### config.mk
export PLATFORM = sky130hd
export DESIGN_NAME = mem_cycle_sequencer
export DESIGN_NICKNAME = d
export VERILOG_FILES = /design/src/rtl/mem_cycle_sequencer.sv
export SDC_FILE = /design/constraint.sdc
export NUM_CORES = 1
export LEC_CHECK = 0
export BUFFER_PORTS_ARGS = -buffer_cell sky130_fd_sc_hd__buf_2
export CORE_MARGIN = 8
export CORE_UTILIZATION = 42
export DETAILED_ROUTE_END_ITERATION = 12
export GPL_TIMING_DRIVEN = 0
export PLACE_DENSITY = 0.75
export SLEW_MARGIN = 20
export SYNTH_ARGS = -nofsm -noshare
export SYNTH_HDL_FRONTEND = slang
export SYNTH_SLANG_ARGS = --single-unit
### constraint.sdc
create_clock -name Clk -period 1.8 [get_ports Clk]
set_input_delay 0.36 -clock Clk [delete_from_list [all_inputs] [get_ports Clk]]
set_output_delay 0.36 -clock Clk [all_outputs]
set_load 0.005 [all_outputs]
### src/rtl/mem_cycle_sequencer.sv
// Memory cycle sequencer: owns every RAM access on the datapath. Runs the
// instruction fetch (MAR<-PC, read, IR<-RAM, PC<-nPC, nPC<-nPC+4) and the
// load/store cycles requested by the main control FSM, with an MFC timeout.
module mem_cycle_sequencer #(
    parameter int unsigned TIMEOUT = 16,
    parameter int unsigned CNT_W   = 5,
    parameter logic [5:0]  OP_OR   = 6'b000010,
    parameter logic [5:0]  OP_ADD  = 6'b000000,
    parameter logic [5:0]  OP_LD   = 6'b000000
) (
    input  logic       Clk,
    input  logic       Clr,
    input  logic       fetch_req,
    input  logic       ls_req,
    input  logic [5:0] ls_op3,
    input  logic       ls_write,
    input  logic [1:0] pc_low,
    input  logic       MFC,
    output logic       MAR_Enable,
    output logic       IR_Enable,
    output logic       TEMP_Enable,
    output logic       PC_enable,
    output logic       NPC_enable,
    output logic [1:0] PC_In_Mux_select,
    output logic [1:0] ALUA_Mux_select,
    output logic [2:0] ALUB_Mux_select,
    output logic [5:0] ALU_op,
    output logic       RAM_enable,
    output logic [5:0] RAM_OpCode,
    output logic       busy,
    output logic       fetch_done,
    output logic       ls_done,
    output logic       mem_err
);

    typedef enum logic [2:0] {
        StIdle,
        StFAddr,
        StFWait,
        StFLatch,
        StLsWait,
        StLsLatch,
        StErr
    } state_e;

    // Last wait cycle allowed without MFC; the counter reads k-1 on wait cycle k.
    localparam logic [CNT_W-1:0] CntLast = CNT_W'(TIMEOUT - 1);
    localparam logic [CNT_W-1:0] CntMax  = {CNT_W{1'b1}};

    state_e           state_q, state_d;
    logic [CNT_W-1:0] cnt_q, cnt_d;
    logic [5:0]       op3_q, op3_d;
    logic             write_q, write_d;

    // State, wait counter and latched load/store attributes.
    always_ff @(posedge Clk or negedge Clr) begin
        if (!Clr) begin
            state_q <= StIdle;
            cnt_q   <= '0;
            op3_q   <= '0;
            write_q <= 1'b0;
        end else begin
            state_q <= state_d;
            cnt_q   <= cnt_d;
            op3_q   <= op3_d;
            write_q <= write_d;
        end
    end

    // Next-state logic: arbitration in idle, MFC wait with timeout.
    always_comb begin
        state_d = state_q;
        cnt_d   = cnt_q;
        op3_d   = op3_q;
        write_d = write_q;
        unique case (state_q)
            StIdle: begin
                // Load/store has priority; a concurrent fetch stays pending.
                if (ls_req) begin
                    state_d = StLsWait;
                    op3_d   = ls_op3;
                    write_d = ls_write;
                end else if (fetch_req) begin
                    state_d = StFAddr;
                end
            end
            StFAddr: begin
                state_d = (pc_low != 2'b00) ? StErr : StFWait;
            end
            StFWait, StLsWait: begin
                if (MFC) begin
                    state_d = (state_q == StFWait) ? StFLatch : StLsLatch;
                    cnt_d   = '0;
                end else begin
                    cnt_d = (cnt_q == CntMax) ? cnt_q : cnt_q + 1'b1;
                    if (cnt_q == CntLast) begin
                        state_d = StErr;
                    end
                end
            end
            StFLatch, StLsLatch: begin
                state_d = StIdle;
            end
            StErr: begin
                state_d = StIdle;
                cnt_d   = '0;
            end
            default: begin
                state_d = StIdle;
                cnt_d   = '0;
            end
        endcase
    end

    // Moore outputs decoded from the current state.
    always_comb begin
        MAR_Enable       = 1'b0;
        IR_Enable        = 1'b0;
        TEMP_Enable      = 1'b0;
        PC_enable        = 1'b0;
        NPC_enable       = 1'b0;
        PC_In_Mux_select = 2'b00;
        ALUA_Mux_select  = 2'b00;
        ALUB_Mux_select  = 3'b000;
        ALU_op           = 6'b000000;
        RAM_enable       = 1'b0;
        RAM_OpCode       = 6'b000000;
        fetch_done       = 1'b0;
        ls_done          = 1'b0;
        mem_err          = 1'b0;
        busy             = (state_q != StIdle);
        unique case (state_q)
            StIdle: begin
            end
            StFAddr: begin
                // MAR <- PC | PC
                ALUA_Mux_select = 2'b01;
                ALUB_Mux_select = 3'b011;
                ALU_op          = OP_OR;
                MAR_Enable      = 1'b1;
            end
            StFWait: begin
                RAM_enable = 1'b1;
                RAM_OpCode = OP_LD;
            end
            StFLatch: begin
                // IR <- RAM, PC <- nPC, nPC <- nPC + 4 on the same edge
                RAM_enable      = 1'b1;
                RAM_OpCode      = OP_LD;
                IR_Enable       = 1'b1;
                PC_enable       = 1'b1;
                NPC_enable      = 1'b1;
                ALUA_Mux_select = 2'b10;
                ALUB_Mux_select = 3'b110;
                ALU_op          = OP_ADD;
                fetch_done      = 1'b1;
            end
            StLsWait: begin
                RAM_enable = 1'b1;
                RAM_OpCode = op3_q;
            end
            StLsLatch: begin
                RAM_enable  = 1'b1;
                RAM_OpCode  = op3_q;
                TEMP_Enable = ~write_q;
                ls_done     = 1'b1;
            end
            StErr: begin
                mem_err = 1'b1;
            end
            default: begin
            end
        endcase
    end

endmodule

After elaboration in Yosys (flattened, before gate mapping)
Index checks and enable logic that the tools add are counted.
Cells by class
  add/sub/neg operators: 1
  mux-type cells: 20
  bitwise operators: 2
  equality and inequality tests: 11
  reductions and logical operators: 10
Operators with widths (count)
  3-bit two-way mux: 6
  5-bit two-way mux: 2
  5-bit one-hot mux with 2 select lines: 1
  3-bit == test (second input constant): 3
  3-bit inequality test (second input constant): 3
  3-bit one-hot mux with 3 select lines: 1
  4-bit OR reduction: 2
  3-bit by 2-bit == test with 1-bit output (second input constant): 2
  1-bit two-way mux: 6
  6-bit two-way mux: 1
  3-bit one-hot mux with 2 select lines: 1
  2-bit AND reduction: 3
  5-bit by 1-bit adder with 5-bit output (second input constant): 1
  5-bit by 4-bit == test with 1-bit output (second input constant): 1
  5-bit == test (second input constant): 1
  2-bit one-hot mux with 2 select lines: 1
  2-bit OR reduction: 2
  3-bit by 1-bit == test with 1-bit output (second input constant): 1
  3-bit zero test: 1
  3-bit nonzero test: 1
  2-bit two-way mux: 1
  1-bit inverter: 2
  2-bit nonzero test: 1
Word-level totals
  output and inout port bits: 29
  register bits after elaboration: 15
  word-level logic and storage cells: 48
  bits of input ports: 14

Longest topological paths before layout
  depth after elaboration: 4
  mapped depth: 6
  gate-level depth less buffers: 6

Least setup slack after synthesis
Ideal clock, no wire load.
  kind: register to register
  from: reg cnt_q[0]
  to: reg cnt_q[1]
  required time: 1.675 ns
  slack: -0.041 ns
  path buffers: 0
  arrival time: 1.716 ns
  cell stages (with the launch flop): 7
  period minus slack after synthesis: 1.841 ns
  library setup time: 0.125 ns
  cell sequence: dfrtp_1 ha_1 and3_1 ha_1 a21oi_1 maj3_1 mux2_2
On the way
  word-level cells in the longest chain between the ends: 4
  elaborated cells on any way between the ends: 7
  classes of those cells: 1 x add/sub; 2 x eq/ne; 3 x mux; 1 x reduce/logical
Ends and longest elaborated chain
  from (decl): RTL line 51  | logic [CNT_W-1:0] cnt_q, cnt_d;
  from (signal assigned): RTL line 64  | cnt_q <= cnt_d;
  5-bit by 1-bit adder with 5-bit output: RTL line 95  | cnt_d = (cnt_q == CntMax) ? cnt_q : cnt_q + 1'b1;
  5-bit two-way mux: RTL line 95
  5-bit two-way mux: RTL line 91  | if (MFC) begin
  5-bit one-hot mux with 2 select lines: RTL line 76  | unique case (state_q)
Parallel ways exist; a longest one is shown, timed or not. The select of a mux whose other input is x is not followed.
A chain may end at the register's enable or synchronous reset.

Final worst setup path
  from: reg state_q[2]
  to: reg cnt_q[2]
On the way
  word-level cells in the longest chain between the ends: 4
  elaborated cells on any way between the ends: 12
  classes of those cells: 6 x eq/ne; 1 x mux; 1 x bitwise; 4 x reduce/logical
Ends and longest elaborated chain
  from (decl): RTL line 50  | state_e state_q, state_d;
  from (signal assigned): RTL line 58  | state_q <= StIdle;
  from (signal assigned): RTL line 63  | state_q <= state_d;
  3-bit by 2-bit == test with 1-bit output (tied with other cells): RTL line 76
  2-bit OR reduction or 4-bit OR reduction (tied branches)
  3-bit inequality test (no line) or 1-bit inverter (tied branches)
  2-bit AND reduction (no line)
Parallel ways exist; a longest one is shown, timed or not.

==> flow_metrics.env <==
export IMPL_cp_start_kind="flop"
export IMPL_synth_cell_type_count=31
export IMPL_hold_path_class="primary input to flop"
export IMPL_num_nets_final=173
export IMPL_yosysWarningCount=0
export IMPL_crit_buf_inv=2
export IMPL_num_rows=17
export IMPL_cp_max_fo=10
export IMPL_drt_pass1_iter_count=4
export IMPL_core_um2=2212
export IMPL_grt_pass1_vias=888
export IMPL_rsz0062_at_grt="true"
export IMPL_antenna_found_initial=0
export IMPL_wl_per_cell_um=14.41
export IMPL_mostFrequentLayoutCells="buf_2, buf_4, dfrtp_1"
export IMPL_syn_area_um2=991.0
export IMPL_ant_nets=0
export IMPL_htree_num_levels=1
export IMPL_status="complete, but fails checks"
export IMPL_fillCellCount=189
export IMPL_final_cells=182
export IMPL_avgSynthCellArea_um2=9.811
export IMPL_setup_worst_path_class="flop to flop"
export IMPL_vias=869
export IMPL_area_growth_pct=44.19
export IMPL_register_area_um2=376.6
export IMPL_setup_viol=2
export IMPL_clock_latency_ns=0.28
export IMPL_cap_violations=0
export IMPL_p_seq_frac=0.270
export IMPL_die_x_um=64.58
export IMPL_cts_sinks=15
export IMPL_worst_slack_ns=-0.06025
export IMPL_overflow=0
export IMPL_swShare=0.3737
export IMPL_cts_clk_slew_worst_paths_ns=0.09
export IMPL_dp_cells=170
export IMPL_holdWs_ns=0.3016
export IMPL_gp_congestion=0.8775
export IMPL_grtUsageMet1=0.1040
export IMPL_cts_tree="yes"
export IMPL_violations="setup timing"
export IMPL_n_antenna_cell=0
export IMPL_grt_pass1_wl_mm=3.857
export IMPL_p_leak_nw=0.7364
export IMPL_wirelength_mm=2.623
export IMPL_numPortBuffers=35
export IMPL_viasPerCell=4.775
export IMPL_clk_path_buf_depth=2
export IMPL_grt_busiest_layer="met2"
export IMPL_mostFrequentLayoutCell="buf_2"
export IMPL_irDropWorstVdd_v=0.0009646
export IMPL_p_int_mw=1.310
export IMPL_cp_arrival_ns=2.06
export IMPL_skew_ns=0.0007321
export IMPL_drive_gt1_frac=0.5974
export IMPL_comb_power_share=0.638
export IMPL_cp_end_kind="flop"
export IMPL_final_util=0.6459
export IMPL_reg2reg_slack_ns=-0.06
export IMPL_fmax_mhz=537.6
export IMPL_period_needed_ns=1.860
export IMPL_dieHeight_um=64.58
export IMPL_p_per_area_nw_per_um2=1464
export IMPL_dieArea_um2=4170
export IMPL_crit_family="simple AND/OR/NAND/NOR gates"
export IMPL_grt_use_total=0.1147
export IMPL_drc=0
export IMPL_cts_buffers=3
export IMPL_critPathSlowestCell="or4b_1"
export IMPL_dp_hpwl_mm=1.792
export IMPL_cp_common_cell="buf_6"
export IMPL_grt_util_met3=0.04639
export IMPL_ys_ff_latch=15
export IMPL_synthCells=101
export IMPL_required_ns=2.00
export IMPL_synth_seq_area_share=0.3788
export IMPL_first_iter_violations=12
export IMPL_grt_max_degree=16
export IMPL_ios=43
export IMPL_dp_slack_ns=-0.1537
export IMPL_start_util=0.4480
export IMPL_worst_path_largest_cell_delay_ns=0.51
export IMPL_p_switching_mw=0.7820
export IMPL_crit_chain="buf_6, xnor2_1, or3_1, buf_6, or4b_1, o221ai_2"
export IMPL_hold_violations=0
export IMPL_multi_input_area_um2=568.0
export IMPL_grt_util_met2=0.2149
export IMPL_root_buffer="clkbuf_4"
export IMPL_finalCritPeriodShare=1.033
export IMPL_p_clk_frac=0.092
export IMPL_maxSlewViolCount=0
-- final timing paths --
kind	start	endpoint	depth (start not counted)
setup / recovery	state_q[2]	cnt_q[2]	6
hold / removal	ls_op3[3]	op3_q[3]	2
setup reg to reg	state_q[2]	cnt_q[2]	6
hold reg to reg	op3_q[1]	op3_q[1]	1
max in group asynchronous	Clr	state_q[0]	2
min in group asynchronous	Clr	op3_q[1]	2
-- cells by family after synthesis --
family | synth area share
XOR/XNOR | 0.01768
adder cells (fa/ha/maj) | 0.06061
flip-flops | 0.3788
AND/OR/NAND/NOR | 0.1881
other | 0.003784
buffers and inverters | 0.1641
multiplexers | 0.1237
AO/OA/AOI/OAI | 0.06313
-- cell type report --
type | instances | share of cell area
plain buffers | 17 | 0.09720
well taps | 28 | 0.02452
inverters | 7 | 0.02102
clock buffers | 3 | 0.01576
multi-input cells | 66 | 0.3975
flip-flops and latches | 15 | 0.2636
repair buffers | 45 | 0.1769
clock inverters | 1 | 0.003503
-- registers in the layout, summed over array words and instances, names as in the netlist --
name     count
cnt_q        5
state_q      3
op3_q        6
write_q      1
-- power by group through the flow --
stage	clock network, mW	logic [mW]	registers, mW
5_1_grt	0.212	1.47	0.585
3_5_place_dp	0	1.04	0.553
2_1_floorplan	0	0.730	0.535
4_1_cts	0.198	1.14	0.559
6_report	0.193	1.34	0.564
3_3_place_gp	0	1.01	0.543
-- metrics by stage --
stage / setup TNS, ns / power (mW) / cell area [um^2]
floorplan: 0 / 1.265 / 1015
global placement: -0.1568 / 1.556 / 1225
detailed placement: -0.3158 / 1.597 / 1225
CTS: -0.07559 / 1.893 / 1320
global route: -0.1711 / 2.266 / 1429
finish: -0.07167 / 2.092 / 1429
-- cell usage after synthesis --
library cell | count | area share
dfrtp_1 | 15 | 0.38
inv_1 | 7 | 0.027
clkbuf_1 | 2 | 0.0076
o21ai_0 | 1 | 0.0050
conb_1 | 1 | 0.0038
mux2i_1 | 1 | 0.010
nor2_1 | 4 | 0.015
nor2b_1 | 3 | 0.019
nand2b_1 | 1 | 0.0063
nand3_1 | 2 | 0.010
maj3_1 | 1 | 0.010
or4_1 | 1 | 0.0076
o21a_1 | 1 | 0.0076
and3_1 | 3 | 0.019
nand2_1 | 2 | 0.0076
o2bb2ai_1 | 1 | 0.0088
a21oi_1 | 3 | 0.015
buf_4 | 15 | 0.11
mux2_2 | 10 | 0.11
or2_2 | 2 | 0.013
ha_1 | 4 | 0.051
and2_1 | 10 | 0.063
or4b_1 | 1 | 0.010
nand4_1 | 1 | 0.0063
buf_6 | 1 | 0.011
xnor2_1 | 2 | 0.018
nor3_1 | 1 | 0.0050
buf_2 | 1 | 0.0050
o32ai_1 | 1 | 0.0088
o221ai_1 | 2 | 0.018
or3_1 | 1 | 0.0063
-- layer usage --
layer,vias to the layer above,share of wire,wire [um]
li1,426,-,-
met1,412,0.36,932
met2,25,0.57,1500
met3,6,0.056,147
met4,0,0.016,42
met5,-,0,0
-- what timing repair did --
action	CTS	global route
endpoints found under the hold margin	15	0
pin swaps	1	2
setup buffers	4	5
hold buffers	1	0
endpoints found under the setup margin	19	26
resized for setup	9	15
Power figures use the tool's default switching activity.
